**src/rtl/error_frame_sequencer_if.sv**
```systemverilog
// error_frame_sequencer_if: bit-level bus between the CAN error/overload detection logic and
// the error frame sequencer.
//   Inputs to the sequencer : rxBit, isTransmitter, stuffErro/crcErro/eofErro/bitErro
//                             (active-low), overloadFlag, frameOk
//   Outputs of the sequencer: txBit, erroFrame, overloadFrame, interframe, tec[8:0], rec[7:0],
//                             errorPassive, busOff
// master = sequencer side, slave = detection/bench side.
interface error_frame_sequencer_if;
  logic       rxBit;
  logic       isTransmitter;
  logic       stuffErro;
  logic       crcErro;
  logic       eofErro;
  logic       bitErro;
  logic       overloadFlag;
  logic       frameOk;
  logic       txBit;
  logic       erroFrame;
  logic       overloadFrame;
  logic       interframe;
  logic [8:0] tec;
  logic [7:0] rec;
  logic       errorPassive;
  logic       busOff;

  modport master (
    input  rxBit, isTransmitter, stuffErro, crcErro, eofErro, bitErro, overloadFlag, frameOk,
    output txBit, erroFrame, overloadFrame, interframe, tec, rec, errorPassive, busOff
  );

  modport slave (
    output rxBit, isTransmitter, stuffErro, crcErro, eofErro, bitErro, overloadFlag, frameOk,
    input  txBit, erroFrame, overloadFrame, interframe, tec, rec, errorPassive, busOff
  );
endinterface

```
**src/rtl/error_frame_sequencer.sv**
```systemverilog
// error_frame_sequencer: sequences CAN error and overload frames (flag, wait for recessive,
// delimiter), maintains TEC/REC and the fault-confinement state, and recovers from bus-off
// after RECOV_RUNS runs of 11 recessive bits.
//   samplePoint : clock, one rising edge per bit sample point
//   reset       : asynchronous active-low reset
//   bus         : error_frame_sequencer_if master modport (strobes in, txBit/flags/counters out)
// All outputs are registered from the next-state values.
module error_frame_sequencer #(
  parameter int unsigned FLAG_LEN   = 6,
  parameter int unsigned DELIM_LEN  = 8,
  parameter int unsigned RECOV_RUNS = 128
) (
  input logic                     samplePoint,
  input logic                     reset,
  error_frame_sequencer_if.master bus
);

  localparam int unsigned RunLen = 11;

  typedef enum logic [2:0] {
    StIdle, StErrFlag, StOvlFlag, StWaitRec, StDelim, StBusOff
  } state_e;

  state_e     r_state, w_state_d;
  logic [3:0] r_bit_cnt, w_bit_cnt_d;
  logic       r_is_ovl, w_is_ovl_d;
  logic       r_flag_passive, w_flag_passive_d;
  logic [8:0] r_tec, w_tec_d;
  logic [7:0] r_rec, w_rec_d;
  logic [3:0] r_run_bits, w_run_bits_d;
  logic [6:0] r_runs, w_runs_d;
  logic       r_tx, r_err_frame, r_ovl_frame, r_interframe, r_err_passive, r_bus_off;
  logic       w_tx_d, w_err_frame_d, w_ovl_frame_d, w_interframe_d;
  logic       w_err_passive_d, w_bus_off_d;
  logic       w_any_err, w_err_entry, w_in_tail;
  logic [3:0] w_delim_bit;

  assign w_any_err = ~(bus.stuffErro & bus.crcErro & bus.eofErro & bus.bitErro);

  always_comb begin
    w_state_d        = r_state;
    w_bit_cnt_d      = r_bit_cnt;
    w_is_ovl_d       = r_is_ovl;
    w_flag_passive_d = r_flag_passive;
    w_tec_d          = r_tec;
    w_rec_d          = r_rec;
    w_run_bits_d     = r_run_bits;
    w_runs_d         = r_runs;
    w_err_entry      = 1'b0;
    w_interframe_d   = 1'b0;
    // Delimiter bit number being sampled on this edge (r_bit_cnt = bits already seen).
    w_delim_bit      = r_bit_cnt + 4'd1;

    unique case (r_state)
      StIdle: begin
        if (w_any_err) begin
          w_err_entry = 1'b1;
        end else begin
          if (bus.frameOk) begin
            if (bus.isTransmitter) begin
              if (r_tec != '0) w_tec_d = r_tec - 9'd1;
            end else if (r_rec > 8'd127) begin
              w_rec_d = 8'd127;
            end else if (r_rec != '0) begin
              w_rec_d = r_rec - 8'd1;
            end
          end
          if (bus.overloadFlag) begin
            w_state_d   = StOvlFlag;
            w_bit_cnt_d = '0;
            w_is_ovl_d  = 1'b1;
          end
        end
      end
      StErrFlag, StOvlFlag: begin
        if (r_bit_cnt == 4'(FLAG_LEN - 1)) begin
          w_state_d = StWaitRec;
        end else begin
          w_bit_cnt_d = r_bit_cnt + 4'd1;
        end
      end
      StWaitRec: begin
        // The first recessive bit after the flag is already delimiter bit 1.
        if (bus.rxBit) begin
          w_state_d   = StDelim;
          w_bit_cnt_d = 4'd1;
        end
      end
      StDelim: begin
        if (w_any_err || (!bus.rxBit && (w_delim_bit < 4'(DELIM_LEN)))) begin
          w_err_entry = 1'b1;  // form error inside the delimiter
        end else if (w_delim_bit == 4'(DELIM_LEN)) begin
          if (!bus.rxBit) begin
            w_state_d   = StOvlFlag;
            w_bit_cnt_d = '0;
            w_is_ovl_d  = 1'b1;
          end else begin
            w_state_d      = StIdle;
            w_interframe_d = 1'b1;
          end
        end else begin
          w_bit_cnt_d = w_delim_bit;
        end
      end
      StBusOff: begin
        if (!bus.rxBit) begin
          w_run_bits_d = '0;
        end else if (r_run_bits == 4'(RunLen - 1)) begin
          w_run_bits_d = '0;
          if (r_runs == 7'(RECOV_RUNS - 1)) begin
            w_state_d = StIdle;
            w_runs_d  = '0;
            w_tec_d   = '0;
            w_rec_d   = '0;
          end else begin
            w_runs_d = r_runs + 7'd1;
          end
        end else begin
          w_run_bits_d = r_run_bits + 4'd1;
        end
      end
      default: w_state_d = StIdle;
    endcase

    if (w_err_entry) begin
      // Flag polarity follows the confinement state in force when the error was detected.
      w_flag_passive_d = r_err_passive;
      w_state_d        = StErrFlag;
      w_bit_cnt_d      = '0;
      w_is_ovl_d       = 1'b0;
      if (bus.isTransmitter) begin
        w_tec_d = r_tec + 9'd8;
        if (w_tec_d >= 9'd256) begin
          w_state_d    = StBusOff;
          w_run_bits_d = '0;
          w_runs_d     = '0;
        end
      end else if (r_rec != 8'hFF) begin
        w_rec_d = r_rec + 8'd1;
      end
    end

    w_in_tail       = (w_state_d == StWaitRec) || (w_state_d == StDelim);
    w_tx_d          = !((w_state_d == StOvlFlag) ||
                        ((w_state_d == StErrFlag) && !w_flag_passive_d));
    w_err_frame_d   = (w_state_d == StErrFlag) || (w_in_tail && !w_is_ovl_d);
    w_ovl_frame_d   = (w_state_d == StOvlFlag) || (w_in_tail && w_is_ovl_d);
    w_bus_off_d     = (w_tec_d >= 9'd256);
    w_err_passive_d = !w_bus_off_d && ((w_tec_d >= 9'd128) || (w_rec_d >= 8'd128));
  end

  always_ff @(posedge samplePoint or negedge reset) begin
    if (!reset) begin
      r_state        <= StIdle;
      r_bit_cnt      <= '0;
      r_is_ovl       <= 1'b0;
      r_flag_passive <= 1'b0;
      r_tec          <= '0;
      r_rec          <= '0;
      r_run_bits     <= '0;
      r_runs         <= '0;
      r_tx           <= 1'b1;
      r_err_frame    <= 1'b0;
      r_ovl_frame    <= 1'b0;
      r_interframe   <= 1'b0;
      r_err_passive  <= 1'b0;
      r_bus_off      <= 1'b0;
    end else begin
      r_state        <= w_state_d;
      r_bit_cnt      <= w_bit_cnt_d;
      r_is_ovl       <= w_is_ovl_d;
      r_flag_passive <= w_flag_passive_d;
      r_tec          <= w_tec_d;
      r_rec          <= w_rec_d;
      r_run_bits     <= w_run_bits_d;
      r_runs         <= w_runs_d;
      r_tx           <= w_tx_d;
      r_err_frame    <= w_err_frame_d;
      r_ovl_frame    <= w_ovl_frame_d;
      r_interframe   <= w_interframe_d;
      r_err_passive  <= w_err_passive_d;
      r_bus_off      <= w_bus_off_d;
    end
  end

  assign bus.txBit         = r_tx;
  assign bus.erroFrame     = r_err_frame;
  assign bus.overloadFrame = r_ovl_frame;
  assign bus.interframe    = r_interframe;
  assign bus.tec           = r_tec;
  assign bus.rec           = r_rec;
  assign bus.errorPassive  = r_err_passive;
  assign bus.busOff        = r_bus_off;

endmodule
```
**src/flat_wrapper.sv**
```systemverilog
// flat-port wrapper written by rule: the top's interface ports become plain ports
module error_frame_sequencer_flat 
#(
  parameter int unsigned FLAG_LEN   = 6,
  parameter int unsigned DELIM_LEN  = 8,
  parameter int unsigned RECOV_RUNS = 128
)
  (samplePoint, reset, bus_rxBit, bus_isTransmitter, bus_stuffErro, bus_crcErro, bus_eofErro, bus_bitErro, bus_overloadFlag, bus_frameOk, bus_txBit, bus_erroFrame, bus_overloadFrame, bus_interframe, bus_tec, bus_rec, bus_errorPassive, bus_busOff);
  error_frame_sequencer_if bus_i ();
  input logic samplePoint;
  input logic reset;
  input wire logic [$bits(bus_i.rxBit)-1:0] bus_rxBit;
  input wire logic [$bits(bus_i.isTransmitter)-1:0] bus_isTransmitter;
  input wire logic [$bits(bus_i.stuffErro)-1:0] bus_stuffErro;
  input wire logic [$bits(bus_i.crcErro)-1:0] bus_crcErro;
  input wire logic [$bits(bus_i.eofErro)-1:0] bus_eofErro;
  input wire logic [$bits(bus_i.bitErro)-1:0] bus_bitErro;
  input wire logic [$bits(bus_i.overloadFlag)-1:0] bus_overloadFlag;
  input wire logic [$bits(bus_i.frameOk)-1:0] bus_frameOk;
  output wire logic [$bits(bus_i.txBit)-1:0] bus_txBit;
  output wire logic [$bits(bus_i.erroFrame)-1:0] bus_erroFrame;
  output wire logic [$bits(bus_i.overloadFrame)-1:0] bus_overloadFrame;
  output wire logic [$bits(bus_i.interframe)-1:0] bus_interframe;
  output wire logic [$bits(bus_i.tec)-1:0] bus_tec;
  output wire logic [$bits(bus_i.rec)-1:0] bus_rec;
  output wire logic [$bits(bus_i.errorPassive)-1:0] bus_errorPassive;
  output wire logic [$bits(bus_i.busOff)-1:0] bus_busOff;
  assign bus_i.rxBit = bus_rxBit;
  assign bus_i.isTransmitter = bus_isTransmitter;
  assign bus_i.stuffErro = bus_stuffErro;
  assign bus_i.crcErro = bus_crcErro;
  assign bus_i.eofErro = bus_eofErro;
  assign bus_i.bitErro = bus_bitErro;
  assign bus_i.overloadFlag = bus_overloadFlag;
  assign bus_i.frameOk = bus_frameOk;
  assign bus_txBit = bus_i.txBit;
  assign bus_erroFrame = bus_i.erroFrame;
  assign bus_overloadFrame = bus_i.overloadFrame;
  assign bus_interframe = bus_i.interframe;
  assign bus_tec = bus_i.tec;
  assign bus_rec = bus_i.rec;
  assign bus_errorPassive = bus_i.errorPassive;
  assign bus_busOff = bus_i.busOff;
  error_frame_sequencer #(.FLAG_LEN(FLAG_LEN), .DELIM_LEN(DELIM_LEN), .RECOV_RUNS(RECOV_RUNS)) u_core (.samplePoint(samplePoint), .reset(reset), .bus(bus_i));
endmodule
```
**config.mk**
```make
export PLATFORM = sky130hd
export DESIGN_NAME = error_frame_sequencer_flat
export DESIGN_NICKNAME = d
export VERILOG_FILES = /design/src/rtl/error_frame_sequencer_if.sv /design/src/rtl/error_frame_sequencer.sv /design/src/flat_wrapper.sv
export SDC_FILE = /design/constraint.sdc
export NUM_CORES = 1
export LEC_CHECK = 0
export CORE_MARGIN = 2
export CORE_UTILIZATION = 45
export CTS_CLUSTER_SIZE = 28
export DETAILED_ROUTE_END_ITERATION = 16
export GPL_ROUTABILITY_DRIVEN = 0
export PLACE_DENSITY = 0.66
export SLEW_MARGIN = 25
export SYNTH_ARGS = -nofsm -noshare
export SYNTH_HDL_FRONTEND = slang
export SYNTH_SLANG_ARGS = --single-unit
```
**constraint.sdc**
```tcl
create_clock -name samplePoint -period 4.9 [get_ports samplePoint]
set_input_delay 0.98 -clock samplePoint [delete_from_list [all_inputs] [get_ports samplePoint]]
set_output_delay 0.98 -clock samplePoint [all_outputs]
set_load 0.01 [all_outputs]
```
==> impl_metrics.tcl, run 1 <==
set metrics [dict create \
    cts-resized-gates 0 \
    yosys_warnings 0 \
    io_buffers 32 \
    power_w 0.00159 \
    rsz0062_at_grt "no" \
    num-fill-cells 597 \
    coreArea_um2 6420 \
    cp-start-kind "input port" \
    postSynthCellCount 333 \
    seq_area_um2 1080 \
    root_buffer "clkbuf_8" \
    cts_max_level 2 \
    diodes 0 \
    ant_nets 0 \
    grt_pass1_vias 2449 \
    syn-num-nets 356 \
    period_needed_ns 3.33 \
    drc 0 \
    synth-async-reset-ratio_pct 100 \
    ctsHoldBuffers 0 \
    cts.sinks 43 \
    outcome "finished, final reports clean" \
    grt_pass1_wl_um 11900 \
    hold_viol 0 \
    rr_worst_depth 6 \
    p_leak_nw 1.46 \
    synth_top_area_share_pct 34.7 \
    vdd_drop_max_uv 221 \
    setup.worst_path.class "in -> reg" \
    tightest_slew_ns 0.858 \
    via_per_inst 6.02 \
    cts_buffers 5 \
    synth-seq-cells 43 \
    period_share_pct 67.9 \
    slew_headroom_pct 42.4 \
    crit_fanout 15 \
    clock_latency_ns 0.30 \
    initial_core_util_pct 47.2 \
    grt_usage_pct 19.9 \
    synthTopCellsByCount "dfrtp_1, nand2_1, nor2_1" \
    whs_path_depth 1 \
    synth_edf_count 0 \
    finalSetupViolCount 0 \
    synth_top_flop_cell "dfrtp_1" \
    fin_nets 381 \
    row_count 29 \
    yosysMostFrequentCell "dfrtp_1" \
    syn-cell-area_um2 3030 \
    place_inst 428 \
    path_clk_slew_ns 0.09 \
    vias 2625 \
    multiInputGateArea_um2 1790 \
    die_x_um 86.1 \
    clockBufferDepth 2 \
    clock_skew_ns 0.00769 \
    grt_overflow_total 0 \
    end_kind "flip-flop" \
    pin_count 33 \
    wl_per_cell_um 16.1 \
    yosysSeqAreaShare_pct 35.5 \
    drtPass1Iterations 4 \
    final_layout_size_suffix_gt1_share_pct 10.0 \
    worst_ep_arrival_time_ns 3.50 \
    maxSlewViolCount 0 \
    synthTopCellsByArea "dfrtp_1, ha_1, nand2_1" \
    synth_area_leader_cell "dfrtp_1" \
    min_path_type "reg -> reg" \
    totalWireLength_um 7000 \
    synthDistinctLibCells 74 \
    grt_start_max_net_pins 44 \
    syn_area_per_cell_um2 9.11 \
    drt_iter0_drc 99 \
    required_ns 5.07 \
    fmax_mhz 301 \
    maxCapViolCount 0 \
    powerDensity_nw_per_um2 461 \
    dp_hpwl_um 4850 \
    finalNonFillerCells 436 \
    die_h_um 86.1 \
    antenna_found_initial 0 \
    cts_setup_buffers 0 \
    syn2layout_area_growth_pct 14.0 \
    die-area_um2 7410 \
    fin_setup_tns_ns 0 \
    cts_tree "yes" \
]
## through the flow
| step | worst slack [ns] | instance area [um^2] | hold WS [ns] | utilization (%) |
|---|---|---|---|---|
| 2_1_floorplan | 2.35 | 3030 | 0.473 | - |
| 3_3_place_gp | 1.31 | 3340 | 0.494 | 52.0 |
| 3_5_place_dp | 1.26 | 3340 | 0.496 | 52.0 |
| 4_1_cts | 1.56 | 3450 | 0.516 | 53.8 |
| 5_1_grt | 1.45 | 3460 | 0.552 | 53.8 |
| 6_report | 1.57 | 3460 | 0.516 | 53.8 |
## critical path, cell delays in order
cell and delay (ns):
clkdlybuf4s50_1 0.72, and4b_1 0.30, nand4_1 0.58, nand2_1 0.38
a211oi_1 0.08, a221oi_1 0.31, a31oi_1 0.13
## final cells by class
class                      count  share of cell area [%]
clock buffer                   6                    2.39
clock inverter                 2                    1.01
inverter                      16                    1.74
multi-input combinational    260                    51.7
sequential                    43                    31.2
tap                           77                    2.79
timing repair buffer          32                    9.19
## final timing paths
path | start | endpoint | slack [ns]
worst max-delay path | bus_rxBit | u_core.bus.errorPassive | 1.57
worst min-delay path | u_core.r_flag_passive | u_core.r_flag_passive | 0.52
worst max register to register | u_core.r_state[0] | u_core.bus.errorPassive | 2.31
worst min register to register | u_core.r_flag_passive | u_core.r_flag_passive | 0.52
max in group asynchronous | reset | u_core.bus.tec[5] | 3.86
min in group asynchronous | reset | u_core.r_run_bits[0] | 0.67
## cell families after synthesis
family                     after synthesis  synth area share (%)
muxes                                   12                  4.29
buffers and inverters                   30                  5.53
adders and majority gates               13                  5.36
AOI/OAI and AO/OA                       84                  20.4
xor gates and xnor gates                11                  3.18
DFF                                     43                  35.5
and+or+nand+nor                        140                  25.7
## per-layer routing
| layer | GRT usage, % | up-vias | share of wire [%] |
|---|---|---|---|
| met3 | 3.37 | 7 | 4.1 |
| li1 | - | 1271 | - |
| met2 | 31.7 | 58 | 47 |
| met4 | 4.91 | 0 | 0.80 |
| met5 | 0 | - | 0 |
| met1 | 28.2 | 1289 | 48 |
## registers in the layout, indices dropped and copies added (netlist names), 3 cells and up
register / count
u_core.r_state: 3
u_core.r_bit_cnt: 4
u_core.r_run_bits: 4
u_core.bus.tec: 9
u_core.r_runs: 7
u_core.bus.rec: 8
## placed cells by master, fill, tap and decap left out, types with 5 or more instances in the layout
cell type,Yosys,routed
a21oi_1,17,17
clkbuf_8,2,6
clkdlybuf4s50_1,0,31
dfrtp_1,42,42
ha_1,13,13
inv_1,16,16
mux2i_1,7,7
nand2_1,31,31
nand2b_1,5,5
nand3_1,12,12
nand4_1,7,7
nor2_1,27,27
nor3_1,17,17
o21ai_0,19,19
xnor2_1,7,7
## report_power, final
| part | switching [W] | internal [W] | leakage [nW] |
|---|---|---|---|
| clock network | 0.000126 | 0.000165 | 0.0612 |
| logic | 0.000355 | 0.000349 | 0.846 |
| registers | 0.000153 | 0.000445 | 0.556 |
| total | 0.000635 | 0.000959 | 1.46 |
(Power assumes the default switching activity.)
==> run 2: changes to the inputs <==
--- a/config.mk
+++ b/config.mk
@@ -10,7 +10,7 @@
 export CTS_CLUSTER_SIZE = 28
 export DETAILED_ROUTE_END_ITERATION = 16
 export GPL_ROUTABILITY_DRIVEN = 0
-export PLACE_DENSITY = 0.66
+export PLACE_DENSITY = 0.68
 export SLEW_MARGIN = 25
 export SYNTH_ARGS = -nofsm -noshare
 export SYNTH_HDL_FRONTEND = slang
==> constraint.sdc (replaced) <==
create_clock -name samplePoint -period 2.7 [get_ports samplePoint]
set_input_delay 0.54 -clock samplePoint [delete_from_list [all_inputs] [get_ports samplePoint]]
set_output_delay 0.54 -clock samplePoint [all_outputs]
set_load 0.01 [all_outputs]
==> impl_metrics.tcl, run 2 (synthesis gave the netlist of run 1 again) <==
set metrics [dict create \
    cts_buffers 5 \
    drtPass1Iterations 4 \
    placed_area_um2 3470 \
    pin_count 33 \
    cts.sinks 43 \
    finalSetupViolCount 0 \
    ff2ff_setup_slack_ns 0.49 \
    diodes 0 \
    die_h_um 86.1 \
    setup.worst_path.class "in -> reg" \
    final_common_cell "dfrtp_1" \
    die_x_um 86.1 \
    coreArea_um2 6420 \
    powerDensity_nw_per_um2 805 \
    end_kind "flip-flop" \
    drc 0 \
    tightest_slew_ns 0.610 \
    slew_headroom_pct 58.9 \
    via_per_inst 5.86 \
    clock_latency_ns 0.30 \
    layout_common_cells "dfrtp_1, nand2_1, clkdlybuf4s50_1" \
    required_ns 2.88 \
    die-area_um2 7410 \
    r2r-start "u_core.bus.tec[0]" \
    hold_slack_ns 0.296 \
    maxCapViolCount 0 \
    dp_hpwl_um 5200 \
    hold_viol 0 \
    ant_nets 0 \
    finalNonFillerCells 454 \
    final_layout_size_suffix_gt1_share_pct 14.3 \
    grt_usage_pct 20.7 \
    min_path_type "in -> async" \
    period_share_pct 83.4 \
    io_buffers 32 \
    largest_reg_flops 9 \
    vdd_drop_max_uv 375 \
    path_clk_slew_ns 0.09 \
    maxSlewViolCount 0 \
    cts_tree "yes" \
    place_inst 446 \
    design_area_um2 3580 \
    syn2layout_area_growth_pct 17.9 \
    fin_setup_tns_ns 0 \
    period_needed_ns 2.25 \
    grt_start_max_net_pins 44 \
    cts_setup_buffers 0 \
    p_leak_nw 1.54 \
    grt_pass1_vias 2555 \
    ctsHoldBuffers 0 \
    outcome "finished, final reports clean" \
    rsz0062_at_grt "no" \
    totalWireLength_um 7110 \
    cts-resized-gates 0 \
    clock_skew_ns 0.00925 \
    rr_worst_depth 8 \
    initial_core_util_pct 47.2 \
    cts_max_level 2 \
    cp-start-kind "input port" \
    grt_overflow_total 0 \
    grt_pass1_wl_um 12300 \
    drt_iter0_drc 104 \
    rr_endpoint "u_core.bus.tec[4]" \
    num-fill-cells 592 \
    wl_per_cell_um 15.7 \
    multiInputGateArea_um2 1790 \
    antenna_found_initial 0 \
    seq_area_um2 1080 \
    vias 2662 \
    row_count 29 \
    crit_fanout 7 \
    root_buffer "clkbuf_8" \
    fin_nets 399 \
    clockBufferDepth 2 \
    worst_ep_arrival_time_ns 2.43 \
    fmax_mhz 444 \
]
==> run 2: cell count changes in the layout (fill, tap and decap cells not counted), sizes merged <==
cell      before  now
bufinv         1    0
clkbuf         6    7
buf            1   19
clkinvlp       0    1
clkinv         1    0
==> run 2: cell type report <==
class	instances	area share, %
Timing Repair Buffer	50	12.6
Tap cell	77	2.69
Multi-Input combinational cell	260	50.0
Clock buffer	7	2.69
Clock inverter	1	0.210
Sequential cell	43	30.1
Inverter	16	1.68
==> run 2: report_power, final <==
part / switching, W / total, W / internal, W
Combinational: 0.000677 / 0.00134 / 0.000665
Clock: 0.000234 / 0.000466 / 0.000233
Sequential: 0.000263 / 0.00107 / 0.000808
==> run 2: metal layers <==
metal	up-vias	routed length, um	track usage [%]
met5	-	0	0
met4	0	127	6.20
met3	12	267	4.33
met2	61	3240	32.3
met1	1278	3480	29.1
li1	1311	-	-
==> run 2: worst max-delay path, cell delays in order <==
cell and delay (ns):
clkdlybuf4s50_1 0.42, and4_1 0.23, nor3_1 0.32, a21o_2 0.22
nand2_1 0.21, mux2i_1 0.17, a221o_1 0.32
==> run 2: worst max path at each step <==
stage	from	end	slack (ns)
5_1_grt	u_core.bus.tec[0]	u_core.bus.tec[4]	0.28
3_3_place_gp	bus_bitErro	u_core.bus.tec[4]	0.19
3_5_place_dp	bus_bitErro	u_core.bus.tec[4]	0.17
6_report	bus_bitErro	u_core.bus.rec[5]	0.45
4_1_cts	u_core.bus.tec[0]	u_core.bus.tec[4]	0.47
2_1_floorplan	u_core.bus.tec[0]	u_core.bus.tec[4]	0.48
==> run 2: through the flow <==
stage          power [W]  util [%]  worst slack [ns]
2_1_floorplan    0.00197         -             0.482
3_3_place_gp     0.00239      54.1             0.187
3_5_place_dp     0.00242      54.1             0.175
4_1_cts          0.00290      55.7             0.469
5_1_grt          0.00312      55.7             0.277
6_report         0.00288      55.7             0.449
